`config.mk`:
```
export PLATFORM = sky130hd
export DESIGN_NAME = tmds_channel_encoder
export DESIGN_NICKNAME = d
export VERILOG_FILES = /design/src/rtl/tmds_channel_encoder.sv
export SDC_FILE = /design/constraint.sdc
export NUM_CORES = 1
export LEC_CHECK = 0
export BUFFER_PORTS_ARGS = -buffer_cell sky130_fd_sc_hd__buf_2
export CORE_MARGIN = 2
export CORE_UTILIZATION = 30
export DETAILED_ROUTE_END_ITERATION = 10
export PLACE_DENSITY = 0.54
export SLEW_MARGIN = 10
export SYNTH_ARGS = -nofsm -noshare
export SYNTH_HDL_FRONTEND = slang
export SYNTH_SLANG_ARGS = --single-unit
```
`constraint.sdc`:
```
create_clock -name clk_pixel -period 6.1 [get_ports clk_pixel]
set_clock_uncertainty 0.2 [all_clocks]
set_input_delay 0.61 -clock clk_pixel [delete_from_list [all_inputs] [get_ports clk_pixel]]
set_output_delay 0.61 -clock clk_pixel [all_outputs]
set_load 0.1 [all_outputs]
```
`src/rtl/tmds_channel_encoder.sv`:
```
// Per-channel TMDS encoder: DVI 1.0 video coding plus fixed control, guard-band and TERC4 symbols.
// Define TMDS_TERC4_EN to include the data-island (TERC4) symbols; otherwise modes 3 and 4 emit control symbols.
module tmds_channel_encoder #(
  parameter int CN = 0
) (
  input  logic       clk_pixel,
  input  logic       reset_n,
  input  logic [2:0] mode,
  input  logic [7:0] video_data,
  input  logic [1:0] control_data,
  input  logic [3:0] data_island_data,
  output logic [9:0] tmds_symbol
);

  localparam logic [2:0] MODE_CTRL  = 3'd0;
  localparam logic [2:0] MODE_VIDEO = 3'd1;
  localparam logic [2:0] MODE_VGB   = 3'd2;
  localparam logic [2:0] MODE_TERC4 = 3'd3;
  localparam logic [2:0] MODE_DGB   = 3'd4;
  localparam logic [9:0] CTRL_00    = 10'b1101010100;
  localparam logic [9:0] GB_CH1     = 10'b0100110011;
  localparam logic [9:0] VGB_CH02   = 10'b1011001100;

  function automatic logic [3:0] ones8(input logic [7:0] v);
    logic [3:0] n;
    n = 4'd0;
    for (int i = 0; i < 8; i++) begin
      n = n + {3'd0, v[i]};
    end
    return n;
  endfunction

  function automatic logic [9:0] ctrl_sym(input logic [1:0] c);
    case (c)
      2'b00:   return 10'b1101010100;
      2'b01:   return 10'b0010101011;
      2'b10:   return 10'b0101010100;
      default: return 10'b1010101011;
    endcase
  endfunction

`ifdef TMDS_TERC4_EN
  function automatic logic [9:0] terc4_sym(input logic [3:0] t);
    case (t)
      4'd0:    return 10'b1010011100;
      4'd1:    return 10'b1001100011;
      4'd2:    return 10'b1011100100;
      4'd3:    return 10'b1011100010;
      4'd4:    return 10'b0101110001;
      4'd5:    return 10'b0100011110;
      4'd6:    return 10'b0110001110;
      4'd7:    return 10'b0100111100;
      4'd8:    return 10'b1011001100;
      4'd9:    return 10'b0100111001;
      4'd10:   return 10'b0110011100;
      4'd11:   return 10'b1011000110;
      4'd12:   return 10'b1010001110;
      4'd13:   return 10'b1001110001;
      4'd14:   return 10'b0101100011;
      default: return 10'b1011000011;
    endcase
  endfunction
`endif

  logic [3:0]        n1_d;
  logic              use_xnor;
  logic [8:0]        q_m_next;
  logic [8:0]        q_m;
  logic [2:0]        mode_s1;
  logic [1:0]        ctrl_s1;
  logic signed [4:0] cnt;
  logic [3:0]        n1_q;
  logic signed [5:0] diff;
  logic signed [5:0] cnt_ext;
  logic signed [5:0] sum;
  logic [9:0]        sym_next;
  logic signed [4:0] cnt_next;

  // Stage 1 combinational: transition-minimising XOR/XNOR chain
  always_comb begin
    n1_d     = ones8(video_data);
    use_xnor = (n1_d > 4'd4) || ((n1_d == 4'd4) && (video_data[0] == 1'b0));
    q_m_next = 9'd0;
    q_m_next[0] = video_data[0];
    for (int i = 1; i < 8; i++) begin
      if (use_xnor) begin
        q_m_next[i] = ~(q_m_next[i-1] ^ video_data[i]);
      end else begin
        q_m_next[i] = q_m_next[i-1] ^ video_data[i];
      end
    end
    q_m_next[8] = ~use_xnor;
  end

  // Stage 1 register: q_m with its side-band fields
  always_ff @(posedge clk_pixel or negedge reset_n) begin
    if (!reset_n) begin
      q_m     <= 9'd0;
      mode_s1 <= MODE_CTRL;
      ctrl_s1 <= 2'b00;
    end else begin
      q_m     <= q_m_next;
      mode_s1 <= mode;
      ctrl_s1 <= control_data;
    end
  end

`ifdef TMDS_TERC4_EN
  logic [3:0] terc_s1;

  // Stage 1 register: TERC4 nibble
  always_ff @(posedge clk_pixel or negedge reset_n) begin
    if (!reset_n) begin
      terc_s1 <= 4'd0;
    end else begin
      terc_s1 <= data_island_data;
    end
  end
`else
  logic unused_terc;
  assign unused_terc = ^data_island_data;
`endif

  // Stage 2 combinational: DC balancing and fixed-symbol selection
  always_comb begin
    n1_q     = ones8(q_m[7:0]);
    diff     = $signed({1'b0, n1_q, 1'b0}) - 6'sd8;
    cnt_ext  = {cnt[4], cnt};
    sum      = 6'sd0;
    sym_next = CTRL_00;
    cnt_next = 5'sd0;
    case (mode_s1)
      MODE_VIDEO: begin
        if ((cnt == 5'sd0) || (diff == 6'sd0)) begin
          sym_next = {~q_m[8], q_m[8], q_m[8] ? q_m[7:0] : ~q_m[7:0]};
          sum      = q_m[8] ? (cnt_ext + diff) : (cnt_ext - diff);
        end else if ((!cnt[4] && (diff > 6'sd0)) || (cnt[4] && (diff < 6'sd0))) begin
          sym_next = {1'b1, q_m[8], ~q_m[7:0]};
          sum      = cnt_ext + (q_m[8] ? 6'sd2 : 6'sd0) - diff;
        end else begin
          sym_next = {1'b0, q_m[8], q_m[7:0]};
          sum      = cnt_ext + diff - (q_m[8] ? 6'sd0 : 6'sd2);
        end
        cnt_next = sum[4:0];
      end
      MODE_VGB: sym_next = (CN == 1) ? GB_CH1 : VGB_CH02;
`ifdef TMDS_TERC4_EN
      MODE_TERC4: sym_next = terc4_sym(terc_s1);
      MODE_DGB:   sym_next = (CN == 0) ? terc4_sym({2'b11, ctrl_s1}) : GB_CH1;
`endif
      default: sym_next = ctrl_sym(ctrl_s1);
    endcase
  end

  // Stage 2 register: output symbol and running disparity
  always_ff @(posedge clk_pixel or negedge reset_n) begin
    if (!reset_n) begin
      tmds_symbol <= CTRL_00;
      cnt         <= 5'sd0;
    end else begin
      tmds_symbol <= sym_next;
      cnt         <= cnt_next;
    end
  end

endmodule

```
==> tab_implementation.tex <==
\begin{tabular}{lr}
\hline
Metric & Value \\
\hline
\multicolumn{2}{l}{\textbf{Global route}} \\
\quad Antenna violations before repair & 0 \\
\quad Total routing resource utilization after global routing & under 10\% \\
\quad Vias in the first global route & between 1,000 and 1,500 \\
\quad Global-route wire length before repair & about 6000 um \\
\quad Total overflow reported by the global router & 0 \\
\quad Maximum number of pins on one net before global-route repair & 29 \\
\multicolumn{2}{l}{\textbf{Logic synthesis}} \\
\quad Count of flip-flops with a built-in enable after synthesis & 0 \\
\quad Fraction of the yosys area taken by sequential cells & between 30\% and 40\% \\
\quad Summed instance area of the synthesized netlist & about 0.0022 sq mm \\
\quad Number of instances in the synthesized netlist & approximately 210 \\
\quad Number of library cell types mapped by synthesis & about 40 \\
\quad Yosys Warn Count & 0 \\
\quad Mapped Avg Cell Area & a little over 10 sq um \\
\quad Fraction of registers with async set/reset & between 90\% and 100\% \\
\quad Top\_reg\_cell synth & sky130\_fd\_sc\_hd\_\_dfrtp\_1 \\
\quad Syn\_nets & between 200 and 300 \\
\quad Number of synthesized register bits & 28 \\
\multicolumn{2}{l}{\textbf{CTS}} \\
\quad Maximum clock insertion buffer count & 2 \\
\quad Count of buffers added by post-CTS timing repair for setup & 0 \\
\quad Clock latency reported for the late side of the worst-skew pair & roughly 260 ps \\
\quad Total of cells resized after clock tree synthesis & 0 \\
\quad Sink count of the clock tree & 28 \\
\quad Total of hold buffers inserted after clock tree synthesis & 0 \\
\quad Cts bufs inserted & 3 \\
\quad Root buffer selected by CTS & sky130\_fd\_sc\_hd\_\_clkbuf\_8 \\
\quad Post-CTS clock slew at the launch and capture registers of the worst setup and hold paths & approximately 90 ps \\
\quad TritonCTS clock tree & done \\
\quad H-tree levels & 1 \\
\multicolumn{2}{l}{\textbf{Layout}} \\
\quad Most frequent cells in the layout & sky130\_fd\_sc\_hd\_\_inv\_1, sky130\_fd\_sc\_hd\_\_buf\_2, sky130\_fd\_sc\_hd\_\_ha\_1, sky130\_fd\_sc\_hd\_\_dfrtp\_1, sky130\_fd\_sc\_hd\_\_xnor2\_1 \\
\quad Most common cell after layout, fill and taps aside & sky130\_fd\_sc\_hd\_\_inv\_1 \\
\quad Fin nets & 290 \\
\quad Synth-to-layout area growth & 11.4\% \\
\quad Fraction of layout instances using a drive strength above 1 & around 16\% \\
\quad N\_diodes & 0 \\
\multicolumn{2}{l}{\textbf{Detailed routing}} \\
\quad Antenna violation net count after detailed routing & 0 \\
\quad Overall via count from detail\_route & 1,456 \\
\quad First-pass iteration count of the detailed router & 4 \\
\quad Total wirelength of the detailed-routed design & 3570 um \\
\quad Remaining design rule violation count & 0 \\
\quad Via density per instance & roughly 4.4 \\
\quad Mean routed wirelength per cell & 10.7 um \\
\quad Initial DRC count & 37 \\
\multicolumn{2}{l}{\textbf{Timing}} \\
\quad Max-slew violations & 0 \\
\quad Measured slew at the worst slew-check pin & around 570 ps \\
\quad Share of the clock period used by the worst path & around 83\% \\
\quad Final number of setup-violating endpoints & 0 \\
\quad Total negative slack for setup checks & 0 ps \\
\quad Highest attainable clock frequency & a little under 200 MHz \\
\quad Shortest period the worst path allows & about 5000 ps \\
\quad Worst slew margin relative to its limit & 62.1\% \\
\quad Final hold viol count & 0 \\
\quad Setup repair after global routing missed its margin & no \\
\multicolumn{2}{l}{\textbf{Worst setup path}} \\
\quad Critical Path Sink Type & flip-flop \\
\quad Required @ worst endpoint & 6090 ps \\
\quad Launch instance of the worst register-to-register path & q\_m[0] \\
\quad R2r endpoint & tmds\_symbol[4] \\
\quad Arrival time reported for the critical path endpoint & between 5000 and 6000 ps \\
\quad Worst Reg2Reg Path Length in Cells & 15 \\
\quad Maximum fanout along the worst path & 11 \\
\quad Element type at the critical path start & flip-flop \\
\quad Reg2reg setup slack & between 1000 and 1500 ps \\
\quad Kind of critical path & reg -> reg \\
\multicolumn{2}{l}{\textbf{Floorplan}} \\
\quad Ports placed on the boundary & 29 \\
\quad Starting density of the core & a little under a third \\
\quad CORE AREA & between 0.007 and 0.008 sq mm \\
\quad Die Outline Area & roughly 0.008 sq mm \\
\quad Std cell rows & 31 \\
\quad Die height & 89.6 um \\
\quad Die Span X & $\sim$90 um \\
\multicolumn{2}{l}{\textbf{Run status}} \\
\quad Run status & finished, final reports clean \\
\multicolumn{2}{l}{\textbf{Placed design}} \\
\quad HPWL after detailed placement & 3070 um \\
\quad Routability cong. & about 0.8 \\
\quad Number of port buffers & 24 \\
\multicolumn{2}{l}{\textbf{Job}} \\
\quad Max-capacitance violation count & 0 \\
\multicolumn{2}{l}{\textbf{Worst hold path}} \\
\quad Worst hold path class & in -> async \\
\hline
\end{tabular}
-- routing by layer --
metal  share of wire (%)  global-route usage, %  vias up
li1                    -                      -      733
met1                  49                   13.5      691
met2                  46                   15.4       28
met3                 3.7                   1.65        4
met4                0.78                   1.63        0
met5                   0                      0        -
-- synth_stat cells (2+ instances only) --
| cell type | number | area share (%) |
|---|---|---|
| sky130_fd_sc_hd__dfrtp_1 | 23 | 26 |
| sky130_fd_sc_hd__dfstp_2 | 5 | 6.0 |
| sky130_fd_sc_hd__nor4_1 | 2 | 0.57 |
| sky130_fd_sc_hd__xnor2_1 | 17 | 6.8 |
| sky130_fd_sc_hd__a211oi_1 | 3 | 1.0 |
| sky130_fd_sc_hd__fa_1 | 13 | 12 |
| sky130_fd_sc_hd__o21bai_1 | 2 | 0.68 |
| sky130_fd_sc_hd__o211a_1 | 2 | 0.91 |
| sky130_fd_sc_hd__nand3_1 | 5 | 1.1 |
| sky130_fd_sc_hd__nand2_1 | 4 | 0.68 |
| sky130_fd_sc_hd__a211o_1 | 2 | 0.80 |
| sky130_fd_sc_hd__nand2b_1 | 3 | 0.85 |
| sky130_fd_sc_hd__clkbuf_1 | 3 | 0.51 |
| sky130_fd_sc_hd__nor2_1 | 11 | 1.9 |
| sky130_fd_sc_hd__and3_1 | 3 | 0.85 |
| sky130_fd_sc_hd__ha_1 | 23 | 13 |
| sky130_fd_sc_hd__o21ai_1 | 2 | 0.46 |
| sky130_fd_sc_hd__a21oi_1 | 4 | 0.91 |
| sky130_fd_sc_hd__buf_6 | 2 | 1.0 |
| sky130_fd_sc_hd__nor3_1 | 7 | 1.6 |
| sky130_fd_sc_hd__xor2_1 | 13 | 5.2 |
| sky130_fd_sc_hd__o21ai_0 | 3 | 0.68 |
| sky130_fd_sc_hd__mux2i_1 | 5 | 2.3 |
| sky130_fd_sc_hd__o22ai_1 | 2 | 0.57 |
| sky130_fd_sc_hd__inv_1 | 37 | 6.3 |
-- final cells by class --
class	instances	area, sq um
inverters	37	139
repair buffers	24	120
fillers	736	4730
well taps	99	124
flip-flops and latches	28	707
multi-input cells	141	1310
clock buffers	4	45.0
-- logic make-up (layout without fill, tap and decap cells) --
group	after synthesis	in the layout	synth area share, %
XOR/XNOR	30	30	12.0
flip-flops	28	28	32.2
multiplexers	5	5	2.28
AND/OR/NAND/NOR	43	43	11.6
buffers and inverters	43	65	8.09
adder cells (fa/ha/maj)	36	36	24.9
AO/OA/AOI/OAI	27	27	9.00
-- metrics by stage --
stage	worst slack (ps)	cell area [sq um]	hold WS, ps	util (%)	cells
2_1_floorplan	1560	2200	114	-	212
3_3_place_gp	1110	2400	412	33.5	329
3_5_place_dp	1100	2400	418	33.5	329
4_1_cts	1060	2450	148	34.1	333
5_1_grt	836	2450	171	34.1	333
6_report	1060	2450	130	34.1	333
-- state kept, by name, indices dropped and copies added, names as in the netlist --
| signal | cells |
|---|---|
| cnt | 4 |
| ctrl_s1 | 2 |
| mode_s1 | 3 |
| q_m | 9 |
| tmds_symbol | 10 |
-- worst max path at each step --
stage | cells past startpoint | slack (ps) | startpoint | endpoint
finish | 15 | 1060 | q_m[0] | tmds_symbol[4]
global route | 15 | 840 | q_m[0] | tmds_symbol[4]
CTS | 15 | 1060 | q_m[0] | tmds_symbol[4]
detailed placement | 15 | 1100 | q_m[0] | tmds_symbol[4]
global placement | 15 | 1110 | q_m[0] | tmds_symbol[4]
floorplan | 16 | 1560 | q_m[0] | tmds_symbol[3]
-- critical path, cell delays in order, from the launching register on --
cell                      delay (ps)
sky130_fd_sc_hd__dfrtp_1         430
sky130_fd_sc_hd__fa_1            540
sky130_fd_sc_hd__inv_1            50
sky130_fd_sc_hd__fa_1            450
sky130_fd_sc_hd__fa_1            490
sky130_fd_sc_hd__inv_1            40
sky130_fd_sc_hd__ha_1            190
sky130_fd_sc_hd__fa_1            370
sky130_fd_sc_hd__xor2_1          240
sky130_fd_sc_hd__inv_1           140
sky130_fd_sc_hd__ha_1            270
sky130_fd_sc_hd__nor4b_4         450
sky130_fd_sc_hd__nor3_1          110
sky130_fd_sc_hd__a221o_1         480
sky130_fd_sc_hd__mux2i_1         190
sky130_fd_sc_hd__a211o_1         310
Power is not shown: default switching activity piles up to over one toggle a cycle in this logic, so the estimate is an artifact.
